===== config.mk =====
export PLATFORM = sky130hd
export DESIGN_NAME = csr_access_bridge
export DESIGN_NICKNAME = d
export VERILOG_FILES = /design/src/rtl/csr_bridge_pkg.sv /design/src/rtl/csr_timeout_counter.sv /design/src/rtl/csr_access_bridge.sv
export SDC_FILE = /design/constraint.sdc
export NUM_CORES = 1
export LEC_CHECK = 0
export CAP_MARGIN = 20
export CORE_UTILIZATION = 45
export CTS_BUF_LIST = sky130_fd_sc_hd__clkbuf_16
export DETAILED_ROUTE_END_ITERATION = 10
export GPL_TIMING_DRIVEN = 0
export PLACE_DENSITY = 0.84
export SLEW_MARGIN = 20
export SYNTH_ARGS = -nofsm -noshare
export SYNTH_HDL_FRONTEND = slang
export SYNTH_HIERARCHICAL = 1
export SYNTH_SLANG_ARGS = --single-unit

===== constraint.sdc =====
create_clock -name csr_clk_clk -period 3 [get_ports csr_clk_clk]
set_input_delay 0.45 -clock csr_clk_clk [delete_from_list [all_inputs] [get_ports csr_clk_clk]]
set_output_delay 0.45 -clock csr_clk_clk [all_outputs]
set_load 0.01 [all_outputs]

===== src/rtl/csr_bridge_pkg.sv =====
// Shared definitions for the CSR access bridge.
// Holds the bridge FSM state type, the default readdata returned for
// timed-out reads, and the widths of the stall and timeout counters.
package csr_bridge_pkg;

   // Bridge handshake states: wait for host, drive channel, complete to host
   typedef enum logic [1:0] {
      ST_IDLE  = 2'd0,
      ST_ISSUE = 2'd1,
      ST_DONE  = 2'd2
   } bridge_state_t;

   localparam logic [31:0] DEFAULT_TIMEOUT_READDATA = 32'hDEAD_C0DE;

   // Stall counter must hold TIMEOUT_CYCLES-1 for the largest legal limit
   localparam int STALL_CNT_W = 16;

   // Width of the saturating count of timed-out accesses
   localparam int ERR_CNT_W = 16;

endpackage


===== src/rtl/csr_timeout_counter.sv =====
// Stall counter for one downstream access.
// Counts cycles in which the channel holds off the bridge and flags the
// cycle in which the stall reaches the configured limit.
// Ports:
//   clk, rst_n : clock and asynchronous active-low reset
//   clear      : restart counting from zero (start of a new access)
//   enable     : this cycle is a stalled issue cycle
//   limit      : counter value at which a stalled cycle is the last allowed
//   expired    : high in the stalled cycle where the count equals limit
module csr_timeout_counter
   import csr_bridge_pkg::*;
(
   input  logic                   clk,
   input  logic                   rst_n,
   input  logic                   clear,
   input  logic                   enable,
   input  logic [STALL_CNT_W-1:0] limit,
   output logic                   expired
);

   logic [STALL_CNT_W-1:0] count;

   // Count stalled cycles; a fresh access always starts from zero.
   // The bridge leaves the issue state on expiry, so the counter never
   // needs to stop itself at the limit.
   always_ff @(posedge clk or negedge rst_n) begin
      if (!rst_n) begin
         count <= '0;
      end else if (clear) begin
         count <= '0;
      end else if (enable) begin
         count <= count + STALL_CNT_W'(1);
      end
   end

   // Expiry is combinational so the bridge can terminate in the same
   // cycle the limit is reached
   assign expired = enable && (count == limit);

endmodule


===== src/rtl/csr_access_bridge.sv =====
// CSR access bridge between a host master port and the channel decoder
// slave port. Each host access is captured, forwarded once to the channel,
// and completed back to the host. A channel that stalls too long has its
// access forcibly terminated and is recorded as a timeout.
// Ports:
//   csr_clk_clk, csr_clk_reset_reset_n : clock, async active-low reset
//   host_*        : host side (address, read/write strobes, data, waitrequest)
//   chan_*        : channel side (address, strobes, data, waitrequest)
//   timeout_error : sticky timeout flag, cleared by timeout_clear
//   timeout_count : saturating number of timed-out accesses
module csr_access_bridge
   import csr_bridge_pkg::*;
#(
   parameter int unsigned TIMEOUT_CYCLES   = 1024,
   parameter logic [31:0] TIMEOUT_READDATA = DEFAULT_TIMEOUT_READDATA
) (
   input  logic                 csr_clk_clk,
   input  logic                 csr_clk_reset_reset_n,
   input  logic [15:0]          host_address,
   input  logic                 host_read,
   input  logic                 host_write,
   input  logic [31:0]          host_writedata,
   output logic [31:0]          host_readdata,
   output logic                 host_waitrequest,
   output logic [15:0]          chan_address,
   output logic                 chan_read,
   output logic                 chan_write,
   output logic [31:0]          chan_writedata,
   input  logic [31:0]          chan_readdata,
   input  logic                 chan_waitrequest,
   output logic                 timeout_error,
   input  logic                 timeout_clear,
   output logic [ERR_CNT_W-1:0] timeout_count
);

   // Last stalled-cycle count allowed before the access is terminated
   localparam logic [STALL_CNT_W-1:0] STALL_LIMIT = STALL_CNT_W'(TIMEOUT_CYCLES - 1);

   bridge_state_t state;
   logic          stall_clear;
   logic          stall_enable;
   logic          stall_expired;

   // A new access restarts the stall count; only stalled issue cycles count
   assign stall_clear  = (state == ST_IDLE) && (host_read || host_write);
   assign stall_enable = (state == ST_ISSUE) && chan_waitrequest;

   csr_timeout_counter u_timeout_counter (
      .clk     (csr_clk_clk),
      .rst_n   (csr_clk_reset_reset_n),
      .clear   (stall_clear),
      .enable  (stall_enable),
      .limit   (STALL_LIMIT),
      .expired (stall_expired)
   );

   // Bridge FSM with all host and channel outputs registered.
   // The channel strobes double as the captured operation while issuing.
   // A simultaneous read and write request is treated as a write.
   // A clear of the error flag is written first so that a timeout in the
   // same cycle overrides it. Only reads load readdata; a write leaves
   // the host seeing the previous value, even when it times out.
   always_ff @(posedge csr_clk_clk or negedge csr_clk_reset_reset_n) begin
      if (!csr_clk_reset_reset_n) begin
         state            <= ST_IDLE;
         host_waitrequest <= 1'b1;
         host_readdata    <= '0;
         chan_address     <= '0;
         chan_writedata   <= '0;
         chan_read        <= 1'b0;
         chan_write       <= 1'b0;
         timeout_error    <= 1'b0;
         timeout_count    <= '0;
      end else begin
         if (timeout_clear) begin
            timeout_error <= 1'b0;
         end
         case (state)
            ST_IDLE: begin
               host_waitrequest <= 1'b1;
               if (host_read || host_write) begin
                  state          <= ST_ISSUE;
                  chan_address   <= host_address;
                  chan_writedata <= host_writedata;
                  chan_write     <= host_write;
                  chan_read      <= host_read && !host_write;
               end
            end
            ST_ISSUE: begin
               if (!chan_waitrequest) begin
                  if (chan_read) begin
                     host_readdata <= chan_readdata;
                  end
                  chan_read        <= 1'b0;
                  chan_write       <= 1'b0;
                  host_waitrequest <= 1'b0;
                  state            <= ST_DONE;
               end else if (stall_expired) begin
                  if (chan_read) begin
                     host_readdata <= TIMEOUT_READDATA;
                  end
                  chan_read        <= 1'b0;
                  chan_write       <= 1'b0;
                  host_waitrequest <= 1'b0;
                  timeout_error    <= 1'b1;
                  if (timeout_count != {ERR_CNT_W{1'b1}}) begin
                     timeout_count <= timeout_count + ERR_CNT_W'(1);
                  end
                  state            <= ST_DONE;
               end
            end
            ST_DONE: begin
               host_waitrequest <= 1'b1;
               state            <= ST_IDLE;
            end
            default: begin
               host_waitrequest <= 1'b1;
               chan_read        <= 1'b0;
               chan_write       <= 1'b0;
               state            <= ST_IDLE;
            end
         endcase
      end
   end

endmodule


Word level (Yosys, flattened, before mapping). Index checks and enable logic that the tools add are counted.

Mux-type cells: 21. Reductions and logical operators: 14. Bitwise gates (word level): 1. Equal/unequal tests: 8. Add/subtract/negate cells: 2.

Operators with widths (count): 32-bit 2-to-1 mux (4); 16-bit by 1-bit adder with 16-bit output (second input constant) (2); 16-bit 2-to-1 mux (2); 16-bit by 10-bit == test with 1-bit output (second input constant) (1); 16-bit != test (second input constant) (1); 1-bit 2-to-1 mux (9); 4-bit AND reduction (2); 2-bit 2-to-1 mux (3); 1-bit case mux with 3 select lines (2); 1-bit logical AND (4); 2-bit by 1-bit != test with 1-bit output (second input constant) (2); 2-bit case mux with 2 select lines (1); 2-bit AND reduction (2); 2-bit nonzero test (2); 3-bit != test (second input constant) (1); 3-bit AND reduction (1); 2-bit by 1-bit == test with 1-bit output (second input constant) (1); 2-bit == test (second input constant) (1); 2-bit logical NOT (1); 2-bit != test (second input constant) (1); 1-bit logical NOT (1); 1-bit logical OR (1); 1-bit inverter (1).

Input port bits: 86. Register bits: 118.

Logic depth before layout (Yosys ltp). Gate-level depths: netlist of run 1.

Depth after elaboration: 6. Depth in mapped cells: 11. Depth with buffers taken out: 8.

Hierarchy. The synthesis of run 1 kept the hierarchy.

By module, submodules not included: csr_access_bridge (seq. area each 2553.7 um2, cells an instance 340, area an instance 4146.5 um2, times used 1); csr_timeout_counter (seq. area each 400.4 um2, cells an instance 103, area an instance 994.7 um2, times used 1).

Worst setup path before layout of run 1. No wires, ideal clock.

Path kind: flip-flop to flip-flop. Start: reg state[1]. End: reg host_readdata[14]. Path slack: 0.448 ns. Cell stages (with the launch flop): 12. Path buffers: 3. Arrival: 2.486 ns. Cell sequence: dfrtp_1 -> and2b_4 -> and2_1 -> buf_4 -> nand2_1 -> nor4_1 -> and2b_1 -> and3b_1 -> buf_2 -> clkbuf_1 -> o21ai_0 -> nand2_1.

Word-level cells in the longest chain between the ends: 5. Elaborated cells on any way between the ends: 6. Classes of those cells: 3 x eq/ne; 3 x reduce/logical.

Ends and longest elaborated chain: start, declared (line csr_access_bridge.sv:39) `bridge_state_t state;`; start signal, assigned (line csr_access_bridge.sv:65) `state <= ST_IDLE;`; start signal, assigned (line csr_access_bridge.sv:82) `state <= ST_ISSUE;`; start signal, assigned (line csr_access_bridge.sv:97) `state <= ST_DONE;`; 2-bit by 1-bit == test with 1-bit output * (line csr_access_bridge.sv:46) `assign stall_enable = (state == ST_ISSUE) && chan_waitrequest;`; 1-bit logical AND * (line csr_access_bridge.sv:46); named net stall_enable (line csr_access_bridge.sv:41) `logic stall_enable;`; 1-bit logical AND * (line csr_timeout_counter.sv:38) `assign expired = enable && (count == limit);`; named net stall_expired (line csr_access_bridge.sv:42) `logic stall_expired;`; 2-bit by 1-bit != test with 1-bit output (no line) / 2-bit != test (equally long branches); 4-bit AND reduction (no line) *; end signal, assigned (line csr_access_bridge.sv:92) `host_readdata <= chan_readdata;`; end, declared (line csr_access_bridge.sv:23) `output logic [31:0] host_readdata,`.

Mark *: on every way through the listed nets, which the timed path passes. The rest lies on a longest branch. A chain may end at the register's enable or synchronous reset.

Final worst setup path of run 1.
Start: in chan_waitrequest. End: reg host_readdata[4].

Word-level cells in the longest chain between the ends: 4. Elaborated cells on any way between the ends: 7. Classes of those cells: 2 x eq/ne; 1 x mux; 4 x reduce/logical.

Ends and longest elaborated chain: start, declared (line csr_access_bridge.sv:30) `input logic chan_waitrequest,`; 1-bit logical AND * (line csr_access_bridge.sv:46); named net stall_enable (line csr_access_bridge.sv:41); 1-bit logical AND * (line csr_timeout_counter.sv:38); named net stall_expired (line csr_access_bridge.sv:42); 2-bit by 1-bit != test with 1-bit output (no line) / 2-bit != test (equally long branches); 4-bit AND reduction (no line) *.

Marked as above.

==> results of run 1 <==
==> registers in the layout, summed over array words and instances (netlist names), 2 cells and up <==
register and count:
chan_address 16, chan_writedata 32, host_readdata 32, state 2, timeout_count 16, u_timeout_counter/count 16
==> cells by family (layout without fill, tap and decap cells) <==
logic type	count (synthesis)	count (layout)	share of synthesized area
AO/OA/AOI/OAI	32	32	0.0348
XOR/XNOR	43	43	0.0733
adder cells (fa/ha/maj)	2	2	0.00487
buffers and inverters	25	243	0.0258
flip-flops	118	118	0.575
multiplexers	51	51	0.111
other	2	16	0.00146
AND/OR/NAND/NOR	170	170	0.174
==> power by group <==
group | internal, mW | total, mW | switching (mW) | leakage [nW]
Sequential | 2.18 | 2.53 | 0.347 | 1.49
Combinational | 1.57 | 2.66 | 1.09 | 1.70
Clock | 1.29 | 2.00 | 0.715 | 0.281
Total | 5.05 | 7.20 | 2.15 | 3.47
==> per-stage QoR <==
stage,worst slack [ps],instance area (um^2)
finish,214,7860
global route,49.4,7860
CTS,143,7850
detailed placement,-632,7250
global placement,-2880,7220
floorplan,448,5190
==> per-layer routing <==
metal,vias to the layer above,routed length [um],GRT usage
met1,1991,5200,0.272
met4,0,333,0.0946
met2,153,6290,0.366
met5,-,0,0
li1,1934,-,-
met3,29,1090,0.0968
==> final timing paths <==
check	start	slack, ps	to	depth (start not counted)
hold / removal	csr_clk_reset_reset_n	10	timeout_count[10]	1
setup reg to reg	state[1]	230	host_readdata[4]	11
min in group csr_clk_clk	host_readdata[15]	460	host_readdata[15]	2
setup / recovery	chan_waitrequest	210	host_readdata[4]	11
max in group asynchronous	csr_clk_reset_reset_n	2290	chan_address[4]	2
hold reg to reg	host_readdata[15]	460	host_readdata[15]	2
==> layout by cell type (no fill, tap or decap), types with 5 or more instances in the layout <==
cell type	instances
clkinv_1	5
nor3_1	8
o21ai_0	23
inv_1	5
clkbuf_1	8
clkbuf_16	17
buf_2	8
mux2_2	50
xor2_1	20
nor2_1	20
nand2_1	76
xnor2_1	23
nor4_1	8
clkdlybuf4s50_1	184
conb_1	16
nand3_1	5
dfrtp_1	117
nand3b_1	16
nand4_1	9
==> final cells by class <==
class | instances | area, um^2
flip-flops and latches | 118 | 2950
well taps | 140 | 175
inverters | 5 | 18.8
repair buffers | 186 | 1880
clock inverters | 15 | 160
fillers | 793 | 3120
multi-input cells | 314 | 2130
clock buffers | 17 | 425
plain buffers | 20 | 114
==> critical path: stages <==
cell and delay, ps:
clkdlybuf4s50_1 710, and2_1 220, buf_4 160, nand2_1 100
nor4_4 280, and2b_1 290, and3b_1 220, buf_2 140
clkbuf_1 280, o21ai_0 180, nand2_1 90
==> repair_timing <==
action	4_1_cts	5_1_grt
gates cloned	0	0
setup buffers	0	0
resized for setup	2	2
setup endpoints to repair	16	12
==> run metrics, run 1 <==
antenna fix cells=0; # rows=38; Final nets=750; Slew Viols, Final=0; Netlist cell types=45; Cell Pwr Density=916 nW/um^2; DR DRC count=0; Finished Layout Cells=815; Crit. End Element=register; Seq/Total Area, Yosys=0.575; status=completed; RSZ-0062 raised after global routing=false; Top Ports=186; H-tree levels=4; gpl congestion=0.838; vias=4107; synth top area cells=dfrtp_1 (57%), mux2_2 (11%), nand2_1 (5.5%), xnor2_1 (3.9%), xor2_1 (3.4%); Reg clk slew, reported paths=50 ps; maximum vdd drop=0.715 mV; clock tree buffer depth=2; Fin Setup TNS=0 ps; EDFF count, synth=0; GRT overflow=0; async set or reset register ratio after synthesis=1.00; core area=11000 um^2; Final period util=0.929; initial antenna violation count=0; Mapped Area=5140 um^2; Synth Instances=443; Initial DRC Count=239; CTS Root Cell=clkbuf_16; Die Wd=109 um; Setup Skew=6.60 ps; vias per std cell=5.04; Yosys reg bits=118; Avg Inst Size Synth=11.6 um^2; total CTS buffers=17; Max Cap Violations=0; headroom to the max-slew limit=0.531; Yosys warning total=6; router iterations before antenna repair=4; CP startpoint kind=input port; critical path fanouts, max=10; synth cell count leaders=dfrtp_1 (117), nand2_1 (76), mux2_2 (50); worst hold slack=13.6 ps; prevailing post-synth register cell=dfrtp_1; Tightest Pin Transition=702 ps; drt wl/cell=15.8 um; Min-Delay Path Class=input port to asynchronous set/reset pin; Starting Density=0.468; DIE HEIGHT=109 um; Total GRT Usage=0.229; critical path data arrival time=3140 ps; Final min period=2790 ps; DP HPWL=9230 um; post-placement cell count=783; most common cell in the netlist=dfrtp_1; worst endpoint required time=3350 ps; first-pass GRT wire length=20500 um; Pleak=3.47 nW; vias in the first global route=4270; Max Fclk=359 MHz; Worst Setup Path Type=input port to register; largest net degree at the start of global routing=64; Post-CTS Hold Buffers=0; Final setup viols=0; Hold Violations, Final=0; CTS tree=done; IO buf count=185; CTS Sinks=118; final wirelength=12900 um; utilization after layout=0.716; worst skew pair latency=410 ps; share of cells above drive strength 1=0.151; antenna viol nets, final=0; Syn-to-layout area delta=52.9%; Synth top area share=0.569; Die ar.=11900 um^2; total power=7.20 mW; Synth area leader=dfrtp_1
Note: power is estimated with default switching activity, not from simulation.
==> run 2, diff against run 1 <==
SETUP_SLACK_MARGIN = 0.3   (was not set)
==> run metrics, run 2 (same netlist as run 1, synthesis figures left out) <==
Total GRT Usage=0.230; commonest non-fill, non-tap cell in the layout=clkdlybuf4s50_1; clock tree buffer depth=2; Post-CTS Hold Buffers=0; final wirelength=13000 um; # rows=38; Setup Skew=6.33 ps; Fin Setup TNS=0 ps; Die ar.=11900 um^2; CTS Root Cell=clkbuf_16; CP max-delay cell=dfrtp_2; Min-Delay Path Class=input port to asynchronous set/reset pin; Worst Setup Path Type=register to register; vias=4117; Setup crit end=host_readdata[20]; post-placement cell count=783; Crit. End Element=register; worst endpoint required time=3350 ps; critical path fanouts, max=10; Cell Pwr Density=913 nW/um^2; Syn-to-layout area delta=53.9%; final worst setup slack=423 ps; Max Fclk=388 MHz; gpl congestion=0.838; Top Ports=186; CTS Sinks=118; critical-path cell list=and2b_4 > and2_1 > buf_4 > nand2_1 > nor4_4 > and2b_2 > and3b_1 > buf_2 > clkbuf_4 > nand3b_1 > nand2_1; Tightest Pin Transition=596 ps; DR DRC count=0; Initial DRC Count=276; CTS tree=done; share of cells above drive strength 1=0.168; crit-path max cell delay=440 ps; core area=11000 um^2; Critical Path Start=state[1]; Die Wd=109 um; Final setup viols=0; initial antenna violation count=0; Pleak=3.50 nW; worst r2r src=state[1]; Place WS=-632 ps; Starting Density=0.468; RSZ-0062 raised after global routing=false; Fillers=783; headroom to the max-slew limit=0.603; maximum vdd drop=0.715 mV; GRT overflow=0; footprint of the multi-input gates=2150 um^2; Reg clk slew, reported paths=50 ps; DIE HEIGHT=109 um; worst reg2reg path endpoint=host_readdata[20]; Final min period=2580 ps; commonest non-fill, non-tap cells in the layout=clkdlybuf4s50_1 (183), dfrtp_1 (115), nand2_1 (76), mux2_2 (50); DP HPWL=9230 um; Hold Violations, Final=0; Slew Viols, Final=0; vias in the first global route=4276; biggest regs=chan_writedata (32), host_readdata (32); Finished Layout Cells=818; router iterations before antenna repair=4; IO buf count=185; antenna viol nets, final=0; vias per std cell=5.03; Max Cap Violations=0; first-pass GRT wire length=20500 um; H-tree levels=4; Final nets=753; drt wl/cell=15.9 um; CP startpoint kind=register; critical path data arrival time=2920 ps; FF+latch area=2960 um^2; worst skew pair latency=410 ps; Critical Path Most Common Cell=nand2_1; status=completed; Reg2Reg Depth=11; largest net degree at the start of global routing=64; R2R setup slack=420 ps; antenna fix cells=0; total CTS buffers=17; Final period util=0.859
## run 2: cell types whose count changed in the layout (fill, tap and decap cells not counted), moves of 2 or more
cell	previous run	this run
clkbuf_1	8	5
dfrtp_2	0	2
nor4_2	0	2
clkbuf_2	0	2
dfrtp_1	117	115
nor4_1	8	6
buf_4	1	5
## run 2: worst min path at each step
stage                                     start           endpoint  slack (ps)  cells after the start
final                     csr_clk_reset_reset_n  timeout_count[10]          20                      1
after global routing      csr_clk_reset_reset_n   timeout_count[5]          60                      1
after detailed placement      host_readdata[15]  host_readdata[15]         460                      2
after floorplan           csr_clk_reset_reset_n    chan_address[0]         150                      0
after CTS                 csr_clk_reset_reset_n  timeout_count[11]          40                      1
after global placement        host_readdata[11]  host_readdata[11]         450                      2
## run 2: worst max-delay path: cells and delay by family (launching register included)
family	cells	cell delay, ps
flip-flops	1	440
buffers and inverters	3	510
AND/OR/NAND/NOR	8	1560
## run 2: report_power, final
group	switching, mW	leakage, nW	total (mW)	internal, mW
Sequential	0.348	1.49	2.53	2.18
Combinational	1.10	1.73	2.69	1.59
Clock	0.715	0.281	2.01	1.29
## run 2: final cells by class
class / count / area share
Inverter: 5 / 0.00237
Clock buffer: 17 / 0.0538
Timing Repair Buffer: 189 / 0.240
Buffer: 20 / 0.0155
Sequential cell: 118 / 0.374
Multi-Input combinational cell: 314 / 0.272
Clock inverter: 15 / 0.0202
Tap cell: 140 / 0.0221
## run 2: per-stage QoR
step	hold WS [ps]	instance area, um^2	utilization	total power [mW]
floorplan	154	5190	-	3.66
global placement	451	7220	0.657	5.10
detailed placement	455	7250	0.660	5.22
CTS	37.7	7860	0.716	7.28
global route	62.4	7910	0.721	7.61
finish	15.8	7910	0.721	7.23
## run 2: timing repair
action                     4_1_cts  5_1_grt
setup endpoints to repair       50       35
buffers inserted                 0        3
hold endpoints to repair         0        0
resized for setup                7       12
pin swaps                        0        2
gates cloned                     0        0
## run 2: per-layer routing
layer,wire length [um],GRT usage
met4,327,0.0946
met3,1070,0.0968
met1,5220,0.272
met5,0,0
met2,6390,0.368
==> run 3, diff against run 2 <==
CORE_MARGIN = 5   (was not set)
==> run metrics, run 3 (same netlist as run 1, synthesis figures left out) <==
Starting Density=0.454; DIE HEIGHT=117 um; largest net degree at the start of global routing=74; Max Fclk=387 MHz; GRT overflow=0; worst r2r src=state[1]; Crit. End Element=register; worst skew pair latency=410 ps; H-tree levels=4; metal2 WL=6950 um; critical path data arrival time=2920 ps; share of cells above drive strength 1=0.167; clock tree buffer depth=2; met1 WL=5200 um; CP Buf/Inv Count=3; Initial DRC Count=198; Setup Skew=8.34 ps; commonest non-fill, non-tap cells in the layout=clkdlybuf4s50_1 (183), dfrtp_1 (115), nand2_1 (76), mux2_2 (50); # rows=39; CP startpoint kind=input port; Min-Delay Path Class=register to register; status=completed; router iterations before antenna repair=6; Hold Crit Depth=2; Final setup viols=0; antenna fix cells=0; Top Ports=186; Die Wd=117 um; Worst Setup Path Type=input port to register; footprint of the multi-input gates=2150 um^2; total CTS buffers=17; worst endpoint required time=3330 ps; DR DRC count=0; CTS Root Cell=clkbuf_16; drt wl/cell=16.7 um; commonest non-fill, non-tap cell in the layout=clkdlybuf4s50_1; worst reg2reg path endpoint=host_readdata[27]; CP max-delay cell=clkdlybuf4s50_1; post-placement cell count=786; Hold Violations, Final=0; initial antenna violation count=0; Final period util=0.862; min-delay src=host_readdata[0]; Critical Path Start=host_write; IO buf count=185; crit-path max cell delay=530 ps; RSZ-0062 raised after global routing=false; Final nets=754; first-pass GRT wire length=21600 um; Finished Layout Cells=820; FF+latch area=2960 um^2; Pleak=3.50 nW; Final Instance Area=7910 um^2; met3 WL post-DR=1140 um; Slew Viols, Final=0; critical path fanouts, max=10; CTS Sinks=118; R2R setup slack=500 ps; Top Metal Used=met4; DP HPWL=10100 um; Reg clk slew, reported paths=50 ps; antenna viol nets, final=0; maximum vdd drop=0.689 mV; DP Area=7250 um^2; core area=11300 um^2; Hold EP=host_readdata[0]; Die ar.=13700 um^2; Syn-to-layout area delta=53.9%; total power=7.20 mW; Max Cap Violations=0; Final min period=2590 ps; Total GRT Usage=0.204; critical-path cell list=clkdlybuf4s50_1 > nor2_1 > nor3_4 > buf_4 > clkbuf_8 > o21ai_2 > or3_4 > or4_1 > a21oi_1; final wirelength=13700 um; vias in the first global route=4359; gpl congestion=0.815; vias=4138; biggest regs=chan_writedata (32), host_readdata (32); Cell Pwr Density=909 nW/um^2; CTS tree=done; Fillers=824; Reg2Reg Depth=11; cell family with most CP delay=simple AND/OR/NAND/NOR gates; vias per std cell=5.05
run 3: cell count changes in the layout (fill, tap and decap cells not counted), sizes merged:
cell | before | now
clkinv | 8 | 6
dlygate4sd3 | 0 | 1
run 3: worst max path at each step:
stage | end | slack, ps | cells past startpoint
detailed placement | host_readdata[21] | -580 | 11
global placement | chan_address[12] | -2970 | 1
global route | host_readdata[30] | 320 | 11
finish | u_timeout_counter/count[13] | 410 | 9
CTS | u_timeout_counter/count[13] | 330 | 9
floorplan | host_readdata[14] | 450 | 11
run 3: cell type report:
cell class,instances,share of cell area
sequential,118,0.374
tap,143,0.0226
inverter,5,0.00237
timing repair buffer,190,0.242
multi-input combinational,314,0.272
buffer,20,0.0160
clock inverter,13,0.0180
clock buffer,17,0.0538
run 3: worst min-delay path, cell delays in order, from the launching register on:
cell     delay [ps]
dfrtp_1         330
nand2_1          50
nand2_1          50
run 3: through the flow:
stage                     hold WS (ps)  worst slack [ps]   util  TNS, ps
after floorplan                    154               448      -        0
after global placement             447             -2970  0.638  -363230
after detailed placement           409              -575  0.641   -18300
after CTS                          460               326  0.695        0
after global routing               490               325  0.699        0
final                              461               414  0.699        0
run 3: report_power, final:
part | internal (mW) | leakage (nW) | switching, mW
Combinational | 1.59 | 1.74 | 1.11
Sequential | 2.19 | 1.49 | 0.349
Clock | 1.27 | 0.279 | 0.684
run 3: timing repair:
action	in CTS	in global routing
hold endpoints to repair	45	0
gates resized for setup	7	17
buffers inserted	0	3
endpoints found under the setup margin	48	38
pin swaps	0	1
hold buffers	1	0
gates cloned	0	0
run 3: layer usage:
metal / vias up / GRT usage
met2: 161 / 0.350
met1: 1998 / 0.232
li1: 1951 / -
met3: 28 / 0.0817
met4: 0 / 0.0703
met5: - / 0
